===== src/rtl/wb_fifo_access_port.sv =====
// Wishbone FIFO window: a push/pop data register and a flag/status register.
// A single-cycle ACK follows each strobed access, and every side effect lands
// on the same edge that raises ACK.
module wb_fifo_access_port #(
  parameter int                   ADDRWIDTH        = 9,
  parameter int                   DATAWIDTH        = 32,
  parameter int                   FIFO_DEPTH       = 16,
  parameter logic [ADDRWIDTH-1:0] FIFO_ACC_ADR     = 9'h40,
  parameter logic [ADDRWIDTH-1:0] FIFO_FLAG_ADR    = 9'h41,
  parameter logic [DATAWIDTH-1:0] EMPTY_READ_VALUE = 32'hF1F0_E3E3,
  parameter logic [DATAWIDTH-1:0] DEF_REG_VALUE    = 32'hFAB_DEF_AC
) (
  input  logic                 WBs_CLK_i,
  input  logic                 WBs_RST_i,
  input  logic [ADDRWIDTH-1:0] WBs_ADR_i,
  input  logic                 WBs_CYC_i,
  input  logic [3:0]           WBs_BYTE_STB_i,
  input  logic                 WBs_WE_i,
  input  logic                 WBs_RD_i,
  input  logic                 WBs_STB_i,
  input  logic [DATAWIDTH-1:0] WBs_DAT_i,
  output logic [DATAWIDTH-1:0] WBs_DAT_o,
  output logic                 WBs_ACK_o,
  output logic [7:0]           FIFO_Level_o,
  output logic                 FIFO_Empty_o,
  output logic                 FIFO_Full_o,
  output logic                 FIFO_Ovf_o,
  output logic                 FIFO_Udf_o
);

  localparam int AW = $clog2(FIFO_DEPTH);
  localparam int PW = AW + 1;
  localparam logic [PW-1:0] PTR_ONE = PW'(1);

  // Storage; not reset so it maps onto distributed/block RAM.
  logic [DATAWIDTH-1:0] mem [FIFO_DEPTH];

  logic [PW-1:0] wptr_reg, rptr_reg;
  logic          ack_reg;
  logic          ovf_reg, udf_reg;
  logic [DATAWIDTH-1:0] dat_reg;

  logic [PW-1:0] level_diff;
  logic          empty, full;
  logic          req, acc_sel, flag_sel, any_be;
  logic          push, ovf_set, pop, udf_set, flag_wr;
  logic [DATAWIDTH-1:0] status_word;

  // RD_i is informational; it does not take part in the decode.
  logic unused_rd;
  assign unused_rd = WBs_RD_i;

  assign level_diff = wptr_reg - rptr_reg;
  assign empty      = (wptr_reg == rptr_reg);
  assign full       = (wptr_reg[AW] != rptr_reg[AW]) &&
                      (wptr_reg[AW-1:0] == rptr_reg[AW-1:0]);

  // ACK masks the strobe for one cycle, so back-to-back cycles ack every other clock.
  assign req      = WBs_CYC_i & WBs_STB_i & ~ack_reg;
  assign acc_sel  = (WBs_ADR_i == FIFO_ACC_ADR);
  assign flag_sel = (WBs_ADR_i == FIFO_FLAG_ADR);
  assign any_be   = |WBs_BYTE_STB_i;

  assign push    = req &  WBs_WE_i & acc_sel & any_be & ~full;
  assign ovf_set = req &  WBs_WE_i & acc_sel & any_be &  full;
  assign pop     = req & ~WBs_WE_i & acc_sel & ~empty;
  assign udf_set = req & ~WBs_WE_i & acc_sel &  empty;
  assign flag_wr = req &  WBs_WE_i & flag_sel & WBs_BYTE_STB_i[0];

  // Status register image: flags in the low nibble, level in bits 15:8.
  always_comb begin
    status_word       = '0;
    status_word[0]    = empty;
    status_word[1]    = full;
    status_word[2]    = ovf_reg;
    status_word[3]    = udf_reg;
    status_word[15:8] = 8'(level_diff);
  end

  // Data write port: only a non-full push writes the array.
  always_ff @(posedge WBs_CLK_i) begin
    if (push) begin
      mem[wptr_reg[AW-1:0]] <= WBs_DAT_i;
    end
  end

  // Bus handshake, pointers, sticky flags and registered read data.
  always_ff @(posedge WBs_CLK_i or posedge WBs_RST_i) begin
    if (WBs_RST_i) begin
      ack_reg  <= 1'b0;
      dat_reg  <= '0;
      wptr_reg <= '0;
      rptr_reg <= '0;
      ovf_reg  <= 1'b0;
      udf_reg  <= 1'b0;
    end else begin
      ack_reg <= req;

      if (push) begin
        wptr_reg <= wptr_reg + PTR_ONE;
      end
      if (pop) begin
        rptr_reg <= rptr_reg + PTR_ONE;
      end

      if (ovf_set) begin
        ovf_reg <= 1'b1;
      end else if (flag_wr && WBs_DAT_i[2]) begin
        ovf_reg <= 1'b0;
      end

      if (udf_set) begin
        udf_reg <= 1'b1;
      end else if (flag_wr && WBs_DAT_i[3]) begin
        udf_reg <= 1'b0;
      end

      // Read data is captured only on a read access and held otherwise.
      if (req && !WBs_WE_i) begin
        if (acc_sel) begin
          dat_reg <= empty ? EMPTY_READ_VALUE : mem[rptr_reg[AW-1:0]];
        end else if (flag_sel) begin
          dat_reg <= status_word;
        end else begin
          dat_reg <= DEF_REG_VALUE;
        end
      end
    end
  end

  assign WBs_ACK_o    = ack_reg;
  assign WBs_DAT_o    = dat_reg;
  assign FIFO_Level_o = 8'(level_diff);
  assign FIFO_Empty_o = empty;
  assign FIFO_Full_o  = full;
  assign FIFO_Ovf_o   = ovf_reg;
  assign FIFO_Udf_o   = udf_reg;

endmodule

===== config.mk =====
export PLATFORM = sky130hd
export DESIGN_NAME = wb_fifo_access_port
export DESIGN_NICKNAME = d
export VERILOG_FILES = /design/src/rtl/wb_fifo_access_port.sv
export SDC_FILE = /design/constraint.sdc
export NUM_CORES = 1
export LEC_CHECK = 0
export CAP_MARGIN = 20
export CORE_MARGIN = 4
export CORE_UTILIZATION = 40
export DETAILED_ROUTE_END_ITERATION = 6
export RECOVER_POWER = 50
export SYNTH_ARGS = -nofsm -noshare
export SYNTH_HDL_FRONTEND = slang
export SYNTH_SLANG_ARGS = --single-unit

===== constraint.sdc =====
create_clock -name WBs_CLK_i -period 8.4 [get_ports WBs_CLK_i]
set_clock_uncertainty 0.2 [all_clocks]
set_input_delay 0.84 -clock WBs_CLK_i [delete_from_list [all_inputs] [get_ports WBs_CLK_i]]
set_output_delay 0.84 -clock WBs_CLK_i [all_outputs]
set_load 0.01 [all_outputs]

=== Yosys cells after proc, flatten, opt, wreduce, memory -nomap -nowiden ===
Memories as Yosys holds them, arrays and structs flattened.
Index checks and enable logic that the tools add are counted.

* Flip-flop bits (word level): 45
* Word-level logic and storage cells: 49
* Memories: 1
* Output and inout port bits: 45
* Input bits: 51
* Bits in writable memories: 512

* Multiplexer cells: 9
* Equal/unequal tests: 5
* Reduce and logical (&&, ||, !) cells: 8
* Add/sub/neg operators: 3
* Bitwise logic cells: 17

{| class="wikitable"
|+ Memories
! name !! depth !! width !! rd ports !! clocked after Yosys merged registers in !! write ports !! RTL line !! RTL
|-
| mem || 16 || 32 || 1 || 0 || 1 || 36 || <nowiki>logic [DATAWIDTH-1:0] mem [FIFO_DEPTH];</nowiki>
|}

{| class="wikitable"
|+ Operators with widths
! operator !! count
|-
| 32-bit 2-to-1 mux || 3
|-
| 9-bit by 7-bit equality test with 1-bit output, second input constant || 2
|-
| 1-bit bitwise AND || 13
|-
| 5-bit by 1-bit adder with 5-bit output, second input constant || 2
|-
| 1-bit 2-to-1 mux || 6
|-
| 5-bit equality test || 1
|-
| 5-bit subtractor || 1
|-
| 4-bit equality test || 1
|-
| 1-bit logical AND || 4
|-
| 1-bit inverter || 4
|-
| 2-bit nonzero test || 2
|-
| 4-bit OR reduction || 1
|-
| 1-bit zero test || 1
|-
| 1-bit inequality test || 1
|}

=== Logic depth before layout (Yosys ltp) ===
* Depth after elaboration: 8
* Mapped depth: 11
* Gate-level depth less buffers: 9

=== Worst setup path before layout ===
No wires, ideal clock.

* Path type: reg2reg
* From: reg rptr_reg[1]
* To: mem mem[3][0] (enable)
* Clock period less this slack: 4.971 ns
* Library setup time: 0.461 ns
* Slack: 3.429 ns
* Cell stages (with the launch flop): 12
* Arrival: 4.310 ns
* Path buffers: 4
* Data required time: 7.739 ns
* Cell sequence: dfrtp_1 -> buf_2 -> buf_2 -> buf_2 -> inv_1 -> ha_1 -> nand4_1 -> nand2b_1 -> and4_1 -> buf_2 -> nand2_1 -> nor3_1

* Cells in the longest elaborated chain, start to end: 6

{| class="wikitable"
|+ RTL lines
! element !! RTL line !! RTL
|-
| start, declared || 38 || <nowiki>logic [PW-1:0] wptr_reg, rptr_reg;</nowiki>
|-
| start signal, assigned || 103 || <nowiki>rptr_reg <= rptr_reg + PTR_ONE;</nowiki>
|-
| 4-bit equality test || 56 || <nowiki>(wptr_reg[AW-1:0] == rptr_reg[AW-1:0]);</nowiki>
|-
| 1-bit logical AND || 55 || <nowiki>assign full = (wptr_reg[AW] != rptr_reg[AW]) &&</nowiki>
|-
| 1-bit inverter || 64 || <nowiki>assign push = req & WBs_WE_i & acc_sel & any_be & ~full;</nowiki>
|-
| 1-bit bitwise AND || 64 ||
|-
| 1-bit 2-to-1 mux || 82 || <nowiki>if (push) begin</nowiki>
|-
| 1-bit 2-to-1 mux (implied by the code) || 83 || <nowiki>mem[wptr_reg[AW-1:0]] <= WBs_DAT_i;</nowiki>
|-
| end, declared || 36 ||
|}

Every way passes these cells.

==> impl_results.md <==
* Die Span Y at 239 um
* RePlAce Congestion at 0.730
* Synth warn at 0
* Largest net degree at the start of global routing at 58
* DRC marker count from the first detailed-route iteration at 1093
* Tcrit/Tclk final at between 50% and 60%
* RR Startpoint: rptr_reg[0]
* Grt ovf at 0
* Initial core utilization at 40.6%
* Vias/cell at ~5.6
* Failing checks: max-capacitance violations, max-slew violations
* Pwr Total at 5690 uW
* Mapped cell area at 21400 sq um
* Max reg flops at 512
* Worst-Margin Slew at ~3.4 ns
* Slew Viols, Final at 46
* Yosys reg bits at 557
* Synthesized area per cell at 20.8 sq um
* Hold Path Sink: WBs_DAT_o[1]
* Setup CP Type: in -> async
* Drt wl/cell at 26.8 um
* CTS tree: done
* Worst-case clock buffer depth at 3
* Hold Crit Class: reg -> reg
* Fmax at 218 MHz
* VDD IR max at 0.174 mV
* Kind of start point of the critical path: input pin
* Max Cap Viol at 1
* Setup Fix Bufs, Post-CTS at 0
* Status: complete, but fails checks
* Initial antenna violation count at 7
* Critical path arrival at ~3.8 ns
* First-pass GRT wire length at ~74000 um
* Clock root buffer: clkbuf_16
* DRC at 0
* Die width at 239 um
* EDFF count, synth at roughly 510
* Fraction of layout cells with a size suffix above 1 at a little over a fifth
* Slew margin rel. at -125%
* RSZ-0062 raised after global routing: no
* I/O pin count at 96
* Flop-to-flop setup slack at 4.13 ns
* Synthesis-to-layout area growth at 17.2%
* Fin. Hold Viols at 0
* Core area at 52800 sq um
* Setup total negative slack at 0 ns
* Synth Instances at 1029
* Crit end category: asynchronous set/reset pin
* Worst Hold Launch: WBs_DAT_o[1]
* Unique masters post-synth at 52
* H-tree levels at 2
* Post_cts resized at 0
* Dominant synthesized flop cell: edfxtp_1
* CTS Buf Count at 56
* FF-to-FF End: WBs_DAT_o[3]
* Worst-path clk slew at about 0.060 ns
* Min cycle time layout at 4.58 ns
* Seq. cell area at 16500 sq um
* CTS Sinks at 557
* Number of global-route vias before repair at 10900
* FP Rows at 84
* Area occupied by multi-input gates at 4650 sq um
* Sequential area share after synthesis at 77.0%
* Share of flip-flops with an asynchronous set or reset at 8.08%
* Finish-stage setup viols at 0
* Filler cells at 4324
* Crit path max-delay cell type: clkbuf_1
* Final antenna-violating net count at 0
* Crit-path max FO at 45
* CP peak stage delay at approximately 2.4 ns
* CTS hold repair buffers at 0
* Detailed Routing Iterations Pass 1 at 4
* Dpl hpwl at about 27000 um
* Critical Path RT at roughly 7.7 ns
* Vias after detailed routing at 10700
* Die ar. at 57300 sq um
* Power per Cell Area at 227 nW/um^2
* Port Buffers at 91
* Final net count at 1212
* Static Leak at 0.00817 uW
* Crit-path cells: dlygate4sd3_1 -> clkinv_1 -> clkbuf_1
* Total Routed Length at 50600 um
* Clock latency on the worst-skew pair at 0.59 ns
* GRT Total Usage at 17.6%
* Hold path cells at 1
* FF-to-FF path depth at 6
-- through the flow --
step	instance area, sq um	instances	utilization [%]	worst slack (ns)	hold WS (ns)
after floorplan	21400	1031	-	3.43	0.261
after global placement	23200	1781	44.0	3.93	0.262
after detailed placement	23200	1781	44.0	3.93	0.266
after CTS	25100	1886	47.6	3.83	0.280
after global routing	25100	1886	47.5	3.20	0.306
final	25100	1888	47.6	3.82	0.270
-- how the worst max path moves through the flow --
stage,startpoint,slack (ns),endpoint,cells after the start
detailed placement,rptr_reg[0],3.93,WBs_DAT_o[3],6
CTS,rptr_reg[0],3.83,FIFO_Level_o[4],7
global placement,rptr_reg[0],3.93,WBs_DAT_o[3],6
finish,WBs_RST_i,3.82,rptr_reg[1],3
global route,WBs_RST_i,3.20,rptr_reg[0],3
floorplan,rptr_reg[1],3.43,mem[3][0],11
-- cell type report --
class	count	share of cell area, %
well taps	688	3.43
multi-input cells	405	18.5
inverters	10	0.150
diodes	2	0.0199
clock inverters	22	1.11
flip-flops and latches	557	65.8
repair buffers	121	4.51
clock buffers	83	6.44
-- layer usage --
layer  global-route usage, %  wire length, um  share of wire (%)  vias up
li1                        -                -                  -     4514
met3                    3.66             3420                6.8       80
met4                    4.34              920                1.8        2
met1                    25.3            22100                 44     5693
met5                       0                7              0.014        -
met2                    28.1            24200                 48      365
-- worst max-delay path, delay by kind of cell --
| family | cells | cell delay (ns) |
|---|---|---|
| buffers and inverters | 3 | 2.95 |
-- cells in the final DEF, fill, tap and decap left out, types with 7 or more instances in the layout --
cell	n
nand2_1	51
o21ai_0	24
mux4_2	121
a22oi_1	52
dfrtp_1	43
clkinv_2	8
mux2i_1	14
clkdlybuf4s50_1	38
a31oi_1	15
clkbuf_16	58
buf_4	29
nor2_1	10
inv_1	9
ha_1	9
o22ai_1	7
clkbuf_1	19
xnor2_1	7
and3_2	15
clkbuf_8	7
edfxtp_1	512
dlygate4sd3_1	53
a21oi_1	13
-- logic make-up after synthesis --
kind of cell,synth area share [%]
simple gates,2.70
compound gates,4.31
buf+inv,1.48
other cells,0.0175
mux,13.4
xor+xnor,0.450
fa+ha+maj,0.619
flops,77.0
-- Yosys cell counts, types with 4 or more instances --
| cell | n | area share, % |
|---|---|---|
| clkbuf_1 | 22 | 0.39 |
| a22o_1 | 4 | 0.16 |
| edfxtp_1 | 512 | 72 |
| nand3_1 | 4 | 0.093 |
| ha_1 | 9 | 0.53 |
| buf_2 | 22 | 0.51 |
| nor2b_1 | 5 | 0.15 |
| buf_4 | 6 | 0.21 |
| a22oi_1 | 52 | 1.8 |
| dfrtp_1 | 45 | 5.3 |
| inv_1 | 10 | 0.18 |
| a21oi_1 | 13 | 0.30 |
| o22ai_1 | 7 | 0.20 |
| nor2_1 | 11 | 0.19 |
| xnor2_1 | 7 | 0.29 |
| a211o_1 | 5 | 0.20 |
| and3_1 | 16 | 0.47 |
| a31oi_1 | 15 | 0.44 |
| mux2i_1 | 14 | 0.65 |
| buf_1 | 8 | 0.14 |
| xor2_1 | 4 | 0.16 |
| o21ai_0 | 24 | 0.56 |
| mux4_2 | 121 | 13 |
| nand2_1 | 51 | 0.89 |
-- power breakdown --
| part | total (uW) | switching [uW] | internal, uW |
|---|---|---|---|
| clock | 2540 | 1020 | 1510 |
| combinational | 115 | 69.4 | 45.9 |
| sequential | 3040 | 5.89 | 3030 |
(Power assumes the default switching activity.)
